`config.mk`:
```
export PLATFORM = sky130hd
export DESIGN_NAME = nios_button_led_slave_flat
export DESIGN_NICKNAME = d
export VERILOG_FILES = /design/src/rtl/nios_periph_pkg.sv /design/src/rtl/nios_button_led_slave_if.sv /design/src/rtl/nios_button_led_slave_button_debounce.sv /design/src/rtl/nios_button_led_slave.sv /design/src/flat_wrapper.sv
export SDC_FILE = /design/constraint.sdc
export NUM_CORES = 1
export LEC_CHECK = 0
export CAP_MARGIN = 10
export CORE_UTILIZATION = 32
export CTS_BUF_LIST = sky130_fd_sc_hd__clkbuf_8 sky130_fd_sc_hd__clkbuf_16
export DETAILED_ROUTE_END_ITERATION = 10
export PLACE_DENSITY = 0.67
export SKIP_LAST_GASP = 1
export SYNTH_ARGS = -nofsm -noshare
export SYNTH_HDL_FRONTEND = slang
export SYNTH_HIERARCHICAL = 1
export SYNTH_SLANG_ARGS = --single-unit
```
`constraint.sdc`:
```
create_clock -name clock -period 5.35 [get_ports clock]
set_input_delay 1.605 -clock clock [delete_from_list [all_inputs] [get_ports clock]]
set_output_delay 1.605 -clock clock [all_outputs]
set_load 0.1 [all_outputs]
```
`src/rtl/nios_periph_pkg.sv`:
```
// -----------------------------------------------------------------------------
// nios_periph_pkg
// Constants shared by the Nios II button/LED peripheral: register word
// addresses, the default ID register value and the PWM counter width.
// -----------------------------------------------------------------------------
package nios_periph_pkg;

    localparam int ADDR_W = 3;
    localparam int BUS_W  = 32;

    localparam logic [ADDR_W-1:0] REG_DATA     = 3'd0;
    localparam logic [ADDR_W-1:0] REG_EDGE     = 3'd1;
    localparam logic [ADDR_W-1:0] REG_IRQ_MASK = 3'd2;
    localparam logic [ADDR_W-1:0] REG_LED      = 3'd3;
    localparam logic [ADDR_W-1:0] REG_PWM      = 3'd4;
    localparam logic [ADDR_W-1:0] REG_ID       = 3'd5;

    localparam logic [BUS_W-1:0] DEFAULT_ID_VALUE = 32'h4E494F53;

    localparam int               PWM_W          = 8;
    localparam logic [PWM_W-1:0] PWM_DUTY_RESET = 8'hFF;
    localparam logic [PWM_W-1:0] PWM_DUTY_FULL  = 8'hFF;

endpackage

```
`src/rtl/nios_button_led_slave_if.sv`:
```
// -----------------------------------------------------------------------------
// nios_button_led_slave_if
// Avalon-MM slave bus bundle between the Nios II data master and the
// button/LED peripheral, plus the peripheral's level interrupt.
//   avs_address   : word address (master -> slave)
//   avs_read      : read strobe (master -> slave)
//   avs_write     : write strobe (master -> slave)
//   avs_writedata : write data (master -> slave)
//   avs_readdata  : read data, valid the cycle after avs_read (slave -> master)
//   irq           : level interrupt request, active-high (slave -> master)
// -----------------------------------------------------------------------------
interface nios_button_led_slave_if;
    import nios_periph_pkg::*;

    logic [ADDR_W-1:0] avs_address;
    logic              avs_read;
    logic              avs_write;
    logic [BUS_W-1:0]  avs_writedata;
    logic [BUS_W-1:0]  avs_readdata;
    logic              irq;

    modport master (
        output avs_address,
        output avs_read,
        output avs_write,
        output avs_writedata,
        input  avs_readdata,
        input  irq
    );

    modport slave (
        input  avs_address,
        input  avs_read,
        input  avs_write,
        input  avs_writedata,
        output avs_readdata,
        output irq
    );

endinterface

```
`src/rtl/nios_button_led_slave_button_debounce.sv`:
```
// -----------------------------------------------------------------------------
// button_debounce
// Brings the raw asynchronous button pin into the clock domain, normalises
// its polarity so 1 means pressed, and accepts a new level only after it has
// been seen unchanged for DEBOUNCE_CYCLES cycles.
//   clock  : system clock
//   reset  : synchronous, active-high
//   button : raw asynchronous button pin
//   stable : debounced button state, 1 = pressed
//   rise   : one-cycle pulse in the first cycle stable reads 1
// -----------------------------------------------------------------------------
module button_debounce #(
    parameter int DEBOUNCE_CYCLES = 1500000,
    parameter int BTN_ACTIVE_LOW  = 1
) (
    input  logic clock,
    input  logic reset,
    input  logic button,
    output logic stable,
    output logic rise
);

    localparam int CNT_W = ($clog2(DEBOUNCE_CYCLES) < 1) ? 1 : $clog2(DEBOUNCE_CYCLES);
    localparam logic [CNT_W-1:0] CNT_MAX = CNT_W'(DEBOUNCE_CYCLES - 1);

    logic             sync_p0;
    logic             sync_p1;
    logic             sync_lvl;
    logic [CNT_W-1:0] cnt;

    // Polarity is fixed after the synchronizer so only clean levels are inverted.
    assign sync_lvl = (BTN_ACTIVE_LOW != 0) ? ~sync_p1 : sync_p1;

    always_ff @(posedge clock) begin
        if (reset) begin
            sync_p0 <= 1'b0;
            sync_p1 <= 1'b0;
            stable  <= 1'b0;
            cnt     <= '0;
            rise    <= 1'b0;
        end else begin
            sync_p0 <= button;
            sync_p1 <= sync_p0;
            rise    <= 1'b0;
            if (sync_lvl == stable) begin
                // Any return to the accepted level restarts the qualification window.
                cnt <= '0;
            end else if (cnt == CNT_MAX) begin
                stable <= sync_lvl;
                rise   <= sync_lvl;
                cnt    <= '0;
            end else begin
                cnt <= cnt + 1'b1;
            end
        end
    end

endmodule

```
`src/rtl/nios_button_led_slave.sv`:
```
// -----------------------------------------------------------------------------
// nios_button_led_slave
// Register-mapped button and LED peripheral for the Nios II data master.
// Button: synchronised and debounced, presses latched in EDGE (write 1 to
// clear) and optionally raised as a level interrupt. LEDs: a register gated
// by an 8-bit free-running PWM for brightness.
//   clock  : system clock
//   reset  : synchronous, active-high
//   avs    : Avalon-MM slave bus and irq (read latency 1, no waitrequest)
//   button : raw asynchronous button pin
//   leds   : registered LED drive
// Word map: 0 DATA(R) 1 EDGE(R/W1C) 2 IRQ_MASK 3 LED 4 PWM 5 ID(R) 6-7 zero.
// -----------------------------------------------------------------------------
module nios_button_led_slave
    import nios_periph_pkg::*;
#(
    parameter int          DEBOUNCE_CYCLES = 1500000,
    parameter int          LED_W           = 4,
    parameter int          BTN_ACTIVE_LOW  = 1,
    parameter logic [31:0] ID_VALUE        = DEFAULT_ID_VALUE
) (
    input  logic                    clock,
    input  logic                    reset,
    nios_button_led_slave_if.slave  avs,
    input  logic                    button,
    output logic [LED_W-1:0]        leds
);

    logic             btn_stable;
    logic             btn_rise;

    logic             edge_q;
    logic             mask_q;
    logic [LED_W-1:0] led_q;
    logic [PWM_W-1:0] duty_q;
    logic [PWM_W-1:0] pwm_cnt;
    logic             pwm_on;
    logic             irq_q;
    logic [BUS_W-1:0] rdata_mux;
    logic [BUS_W-1:0] rdata_q;

    logic             wr_edge;
    logic             wr_mask;
    logic             wr_led;
    logic             wr_pwm;

    button_debounce #(
        .DEBOUNCE_CYCLES (DEBOUNCE_CYCLES),
        .BTN_ACTIVE_LOW  (BTN_ACTIVE_LOW)
    ) u_deb (
        .clock  (clock),
        .reset  (reset),
        .button (button),
        .stable (btn_stable),
        .rise   (btn_rise)
    );

    assign wr_edge = avs.avs_write && (avs.avs_address == REG_EDGE);
    assign wr_mask = avs.avs_write && (avs.avs_address == REG_IRQ_MASK);
    assign wr_led  = avs.avs_write && (avs.avs_address == REG_LED);
    assign wr_pwm  = avs.avs_write && (avs.avs_address == REG_PWM);

    // Full duty is forced on; otherwise cnt < 255 would leave one dark cycle per period.
    assign pwm_on = (pwm_cnt < duty_q) || (duty_q == PWM_DUTY_FULL);

    // Read mux works on current register values, so a simultaneous write
    // is not yet visible and the pre-write value is returned.
    always_comb begin
        rdata_mux = '0;
        unique case (avs.avs_address)
            REG_DATA:     rdata_mux = BUS_W'(btn_stable);
            REG_EDGE:     rdata_mux = BUS_W'(edge_q);
            REG_IRQ_MASK: rdata_mux = BUS_W'(mask_q);
            REG_LED:      rdata_mux = BUS_W'(led_q);
            REG_PWM:      rdata_mux = BUS_W'(duty_q);
            REG_ID:       rdata_mux = ID_VALUE;
            default:      rdata_mux = '0;
        endcase
    end

    always_ff @(posedge clock) begin
        if (reset) begin
            edge_q  <= 1'b0;
            mask_q  <= 1'b0;
            led_q   <= '0;
            duty_q  <= PWM_DUTY_RESET;
            pwm_cnt <= '0;
            irq_q   <= 1'b0;
            leds    <= '0;
            rdata_q <= '0;
        end else begin
            // A press arriving with a clear in the same cycle must not be lost.
            if (btn_rise) begin
                edge_q <= 1'b1;
            end else if (wr_edge && avs.avs_writedata[0]) begin
                edge_q <= 1'b0;
            end

            if (wr_mask) begin
                mask_q <= avs.avs_writedata[0];
            end
            if (wr_led) begin
                led_q <= avs.avs_writedata[LED_W-1:0];
            end
            if (wr_pwm) begin
                duty_q <= avs.avs_writedata[PWM_W-1:0];
            end

            irq_q   <= edge_q & mask_q;
            pwm_cnt <= pwm_cnt + 1'b1;
            leds    <= led_q & {LED_W{pwm_on}};

            if (avs.avs_read) begin
                rdata_q <= rdata_mux;
            end
        end
    end

    assign avs.avs_readdata = rdata_q;
    assign avs.irq          = irq_q;

endmodule

```
`src/flat_wrapper.sv`:
```
// flat-port wrapper written by rule: the top's interface ports become plain ports
module nios_button_led_slave_flat import nios_periph_pkg::*;
#(
    parameter int          DEBOUNCE_CYCLES = 1500000,
    parameter int          LED_W           = 4,
    parameter int          BTN_ACTIVE_LOW  = 1,
    parameter logic [31:0] ID_VALUE        = DEFAULT_ID_VALUE
)
  (clock, reset, button, leds, avs_avs_address, avs_avs_read, avs_avs_write, avs_avs_writedata, avs_avs_readdata, avs_irq);
  nios_button_led_slave_if avs_i ();
  input  logic clock;
  input  logic reset;
  input  logic button;
  output logic [LED_W-1:0] leds;
  input wire logic [$bits(avs_i.avs_address)-1:0] avs_avs_address;
  input wire logic [$bits(avs_i.avs_read)-1:0] avs_avs_read;
  input wire logic [$bits(avs_i.avs_write)-1:0] avs_avs_write;
  input wire logic [$bits(avs_i.avs_writedata)-1:0] avs_avs_writedata;
  output wire logic [$bits(avs_i.avs_readdata)-1:0] avs_avs_readdata;
  output wire logic [$bits(avs_i.irq)-1:0] avs_irq;
  assign avs_i.avs_address = avs_avs_address;
  assign avs_i.avs_read = avs_avs_read;
  assign avs_i.avs_write = avs_avs_write;
  assign avs_i.avs_writedata = avs_avs_writedata;
  assign avs_avs_readdata = avs_i.avs_readdata;
  assign avs_irq = avs_i.irq;
  nios_button_led_slave #(.DEBOUNCE_CYCLES(DEBOUNCE_CYCLES), .LED_W(LED_W), .BTN_ACTIVE_LOW(BTN_ACTIVE_LOW), .ID_VALUE(ID_VALUE)) u_core (.clock(clock), .reset(reset), .avs(avs_i), .button(button), .leds(leds));
endmodule
```
# Word-level counts from Yosys, hierarchy flattened

Index checks and enable logic that the tools add are counted.

Flip-flop bits (word level): 84
Input bits: 40
Word-level logic and storage cells: 43

Add/sub/neg operators: 2
$lt $le $gt $ge: 1
Equal/unequal tests: 8
Muxes and demuxes: 3
Bitwise operators: 5
Reductions and logical operators: 11

Operator list:

| operator                                                        | count |
|---|---|
| 31-bit one-hot mux with 6 select lines                          | 1 |
| 21-bit by 1-bit adder with 21-bit output, second input constant | 1 |
| 21-bit == test, second input constant                           | 1 |
| 8-bit by 1-bit adder with 8-bit output, second input constant   | 1 |
| 8-bit == test, second input constant                            | 1 |
| 8-bit less-than comparator                                      | 1 |
| 3-bit by 2-bit == test with 1-bit output, second input constant | 2 |
| 3-bit == test, second input constant                            | 2 |
| 3-bit OR reduction                                              | 2 |
| 1-bit logical AND                                               | 5 |
| 4-bit bitwise AND                                               | 1 |
| 3-bit by 1-bit == test with 1-bit output, second input constant | 1 |
| 3-bit zero test                                                 | 1 |
| 1-bit NOT                                                       | 3 |
| 1-bit two-way mux                                               | 2 |
| 2-bit AND reduction                                             | 1 |
| 2-bit nonzero test                                              | 1 |
| 1-bit bitwise AND                                               | 1 |
| 1-bit == test                                                   | 1 |
| 1-bit logical OR                                                | 1 |

# Depth between registers and ports, before layout

Depth after elaboration: 5
Mapped depth: 6
Depth with buffers taken out: 6

# Hierarchy

Netlist, hierarchy kept.

Modules (own cells, without submodules):

| module                | times used | cells an instance | area an instance (um^2) |
|---|---|---|---|
| nios_button_led_slave | 1          | 193               | 1800.5 |
| button_debounce       | 1          | 125               | 1118.6 |

# Worst setup path before layout

No wires, ideal clock.

Kind: register to output
Start point: reg u_core/avs.avs_readdata[27] (netlist name)
End point: out avs_avs_readdata[10]
Arrival: 1.554 ns
Data required time: 3.745 ns
Slack: 2.191 ns
Stages on the path, launching flop included: 2
Buffers on the path: 1
Cells stage by stage: dfxtp_1 buf_4

RTL lines:

| item          | RTL line           | source |
|---|---|---|
| end, declared | flat_wrapper.sv:19 | `output wire logic [$bits(avs_i.avs_readdata)-1:0] avs_avs_readdata;` |

==> out/results.md <==
| Group | Parameter | This run |
| --- | --- | --- |
| synthesis | Proportion of synthesized flip-flops having asynchronous set or reset | 0% |
| route | Number of nets still failing antenna checks after routing | 0 |
| route | Average wire per cell in the routed design | 12.1 µm |
| synthesis | Number of warnings printed during yosys synthesis | 6 |
| timing | Unrepaired setup endpoints after global routing | false |
| setup path | Cell breakdown of the critical path | clkdlybuf4s50_1 |
| setup path | Reg-to-reg critical path startpoint | u_core/u_deb/cnt[0]$_SDFF_PP0_ |
| finish | Most frequent standard cell in the layout excluding fill and tap cells | sky130_fd_sc_hd__dfxtp_1 |
| synthesis | Synthesized instance count | 318 |
| route | Final routed wirelength across all metal layers | 5590 µm |
| route | Detail-routed via count per cell | 4.85 |
| finish | # diodes | 0 |
| die | I/O pins | 77 |
| status | Run status | complete, no violations |
| cts | Clock transition at the register clock pins on the worst setup and hold paths after CTS | 0.07 ns |
| die | Die height | 97.5 µm |
| cts | Number of buffers inserted during clock tree synthesis | 9 |
| cts | Count of instances resized after the clock tree is built | 0 |
| timing | Count of endpoints failing setup in the final report | 0 |
| finish | Area added between synthesis and finish | 19.3% |
| synthesis | Distinct cell type count of the synthesized netlist | 51 |
| setup path | Data arrival time of the worst path | 2.06 ns |
| cts | Number of buffers on the longest clock path | 2 |
| worst hold path | Min-Delay Startpoint | u_core/u_deb/sync_p0$_SDFF_PP0_ |
| placement | Detailed placer's ending HPWL | 4070 µm |
| timing | Max Transition Viols Final | 0 |
| timing | Transition time at the pin with the least slew margin | 0.972 ns |
| synthesis | Number of flip-flops and latches in the synthesized netlist | 61 |
| cts | Number of hold-repair buffers added at the cts stage | 0 |
| synthesis | Largest cells by area after synthesis | sky130_fd_sc_hd__dfxtp_1, sky130_fd_sc_hd__buf_4, sky130_fd_sc_hd__nor2_1 |
| die | Width of the die | 97.5 µm |
| synthesis | Average size of a mapped cell | 9.18 µm² |
| finish | Layout Cell Area excl Fill | 3480 µm² |
| route | Count of routing violations after the opening detailed-route iteration | 116 |
| setup path | Worst endpoint required time | 3.74 ns |
| cts | Clock insertion delay at the later pin of the skew report | 0.34 ns |
| setup path | Crit path capture type | primary output |
| finish | Fillers | 917 |
| finish | Total number of nets in the final design | 398 |
| route | Top layer in use | met4 |
| route | Met1 layer wirelength in the final routing | 2670 µm |
| die | Cell Rows | 34 |
| timing | Minimum setup slack in the final design | 1.69 ns |
| timing | Share of the cycle needed by the critical path after routing | 68.4% |
| finish | Commonest cells after routing, fill and taps aside | sky130_fd_sc_hd__dfxtp_1, sky130_fd_sc_hd__clkdlybuf4s50_1, sky130_fd_sc_hd__nor2_1, sky130_fd_sc_hd__nand2_1, sky130_fd_sc_hd__a21oi_1 |
| route | Via Count | 2240 |
| timing | Aggregate negative setup slack | 0 ns |
| die | Initial Utilization | 33.3% |
| placement | Routability-driven placement congestion ratio | 0.778 |
| worst hold path | Path class of the lowest-slack min-delay path | reg2reg |
| timing | Post-route clock skew | 0.0108 ns |
| power and ir drop | Leakage | 1.36 nW |
| synthesis | Cell type with the largest total area after synthesis | sky130_fd_sc_hd__dfxtp_1 |
| die | Die outline area | 9510 µm² |
| placement | Placed inst area | 3260 µm² |
| finish | Post-route core utilization | 39.7% |
| placement | # port buffers | 40 |
| route | Number of detailed-routing iterations run before antenna repair | 4 |
| global route | First-pass GRT wire length | 9300 µm |
| route | Met2 routed WL | 2490 µm |
| finish | Combined flip-flop and latch cell area | 1220 µm² |
| synthesis | Number of flops mapped to enable cells by yosys | 0 |
| global route | All-layer global routing usage | 12.2% |
| global route | Pin count of the biggest net entering global routing | 22 |
| global route | Vias in the first global route | 2028 |
| finish | Share of cells above drive strength 1 | 7.06% |
| setup path | Slowest stage cell on the critical path | sky130_fd_sc_hd__clkdlybuf4s50_1 |
| synthesis | Synthesized area | 2920 µm² |
| global route | Antenna violations before repair | 0 |
| setup path | Critical path startpoint category | flip-flop |
| power and ir drop | Pwr Total | 1.07 mW |
| timing | Hold Fails Final Rpt | 0 |
| setup path | Critical path class | reg2out |
| cts | Setup bufs post-CTS | 0 |
| finish | Combined area of the multi-input logic cells | 1450 µm² |
| synthesis | Sequential area share after synthesis | 41.8% |
| power and ir drop | Peak ir drop on the vdd network | 0.178 mV |
| timing | Max-Slew Margin vs Limit | 35.0% |
| setup path | Critical path's top delay family | buffers and inverters |
| setup path | Buffers plus inverters on the worst setup path | 1 |
| route | Met3 WL | 368 µm |
| placement | Worst slack after detailed placement | 1.87 ns |
| synthesis | Dominant register cell in the synthesized netlist | sky130_fd_sc_hd__dfxtp_1 |
| power and ir drop | PD cells | 307 nW/µm² |
| route | Total DRC errors in the routed layout | 0 |
| synthesis | Post-synth top area share | 41.8% |
| cts | Clock H-tree levels | 3 |
| global route | Remaining global-route overflow | 0 |
| cts | Clock Tree Root | sky130_fd_sc_hd__clkbuf_8 |
| cts | CTS Sinks | 61 |
| timing | FMAX | 273 MHz |
| setup path | Launching element of the worst setup path | u_core/avs.avs_readdata[27]$_SDFFE_PP0P_ |
| job | Max_cap viols | 0 |
| setup path | Delay contributed by the slowest stage of the critical path | 1.21 ns |
| setup path | Max FO, Critical Path | 13 |
| die | Area of the core region | 8760 µm² |
| timing | Final critical-path required period | 3.66 ns |
| cts | Clock tree from TritonCTS | built |
-- state kept, by name (all words and copies together) (netlist names) --
| name | cells |
|---|---|
| u_core/led_q | 4 |
| u_core/u_deb/cnt | 21 |
| u_core/u_deb/sync_p0 | 1 |
| u_core/duty_q | 8 |
| u_core/avs.irq | 1 |
| u_core/u_deb/sync_p1 | 1 |
| u_core/mask_q | 1 |
| u_core/u_deb/rise | 1 |
| u_core/edge_q | 1 |
| u_core/u_deb/stable | 1 |
| u_core/leds | 4 |
| u_core/pwm_cnt | 8 |
| u_core/avs.avs_readdata | 9 |
-- power breakdown --
group	leakage [nW]	internal, mW	switching, mW
sequential	0.495	0.465	0.00935
clock	0.110	0.264	0.186
combinational	0.756	0.0365	0.108
total	1.36	0.765	0.304
-- stage by stage --
step | hold slack [ns] | std cells
floorplan | 0.413 | 329
finish | 0.442 | 462
global route | 0.479 | 462
global placement | 0.425 | 446
detailed placement | 0.429 | 446
CTS | 0.445 | 462
-- synth_stat cells (2+ instances only) --
cell,instances
sky130_fd_sc_hd__dfxtp_1,61
sky130_fd_sc_hd__nor2_1,35
sky130_fd_sc_hd__buf_4,24
sky130_fd_sc_hd__nand2_1,20
sky130_fd_sc_hd__a21oi_1,16
sky130_fd_sc_hd__nand3_1,15
sky130_fd_sc_hd__inv_1,12
sky130_fd_sc_hd__xnor2_1,11
sky130_fd_sc_hd__o211ai_1,10
sky130_fd_sc_hd__o21ai_0,10
sky130_fd_sc_hd__ha_1,9
sky130_fd_sc_hd__xor2_1,7
sky130_fd_sc_hd__and3_1,6
sky130_fd_sc_hd__nand2b_1,6
sky130_fd_sc_hd__nor3b_1,6
sky130_fd_sc_hd__or3_1,6
sky130_fd_sc_hd__and4_1,5
sky130_fd_sc_hd__mux2i_1,5
sky130_fd_sc_hd__clkbuf_1,4
sky130_fd_sc_hd__nand4_1,4
sky130_fd_sc_hd__nor2b_1,4
sky130_fd_sc_hd__a311oi_1,3
sky130_fd_sc_hd__and2_1,3
sky130_fd_sc_hd__a211oi_1,2
sky130_fd_sc_hd__a21o_1,2
sky130_fd_sc_hd__a32oi_1,2
sky130_fd_sc_hd__and2b_1,2
sky130_fd_sc_hd__buf_6,2
sky130_fd_sc_hd__nand4b_1,2
sky130_fd_sc_hd__nor3_1,2
sky130_fd_sc_hd__nor4_1,2
-- area by class of cell --
| cell class | instances | area share, % |
|---|---|---|
| multi-input cells | 223 | 41.6 |
| flip-flops and latches | 61 | 35.1 |
| repair buffers | 41 | 11.7 |
| well taps | 108 | 3.88 |
| clock buffers | 9 | 3.56 |
| clock inverters | 7 | 2.84 |
| inverters | 13 | 1.40 |
-- routing by layer --
metal / track usage, % / vias up
li1: - / 1142
met1: 15.6 / 1029
met2: 18.3 / 62
met3: 5.04 / 7
met4: 4.41 / 0
met5: 0 / -
-- worst paths after layout --
kind,to,slack (ns),cells after the start
max reg2reg,u_core/u_deb/cnt[20]$_SDFF_PP0_,3.33,5
min reg2reg,u_core/u_deb/sync_p1$_SDFF_PP0_,0.44,1
min,u_core/u_deb/sync_p1$_SDFF_PP0_,0.44,1
max,avs_avs_readdata[26],1.69,1
-- logic make-up after synthesis --
kind of cell | share of synthesized area (%)
compound gates | 12.2
simple gates | 24.5
flops | 41.8
fa+ha+maj | 3.86
mux | 2.10
buf+inv | 9.99
xor+xnor | 5.40
other cells | 0.128
Power figures use the tool's default switching activity.
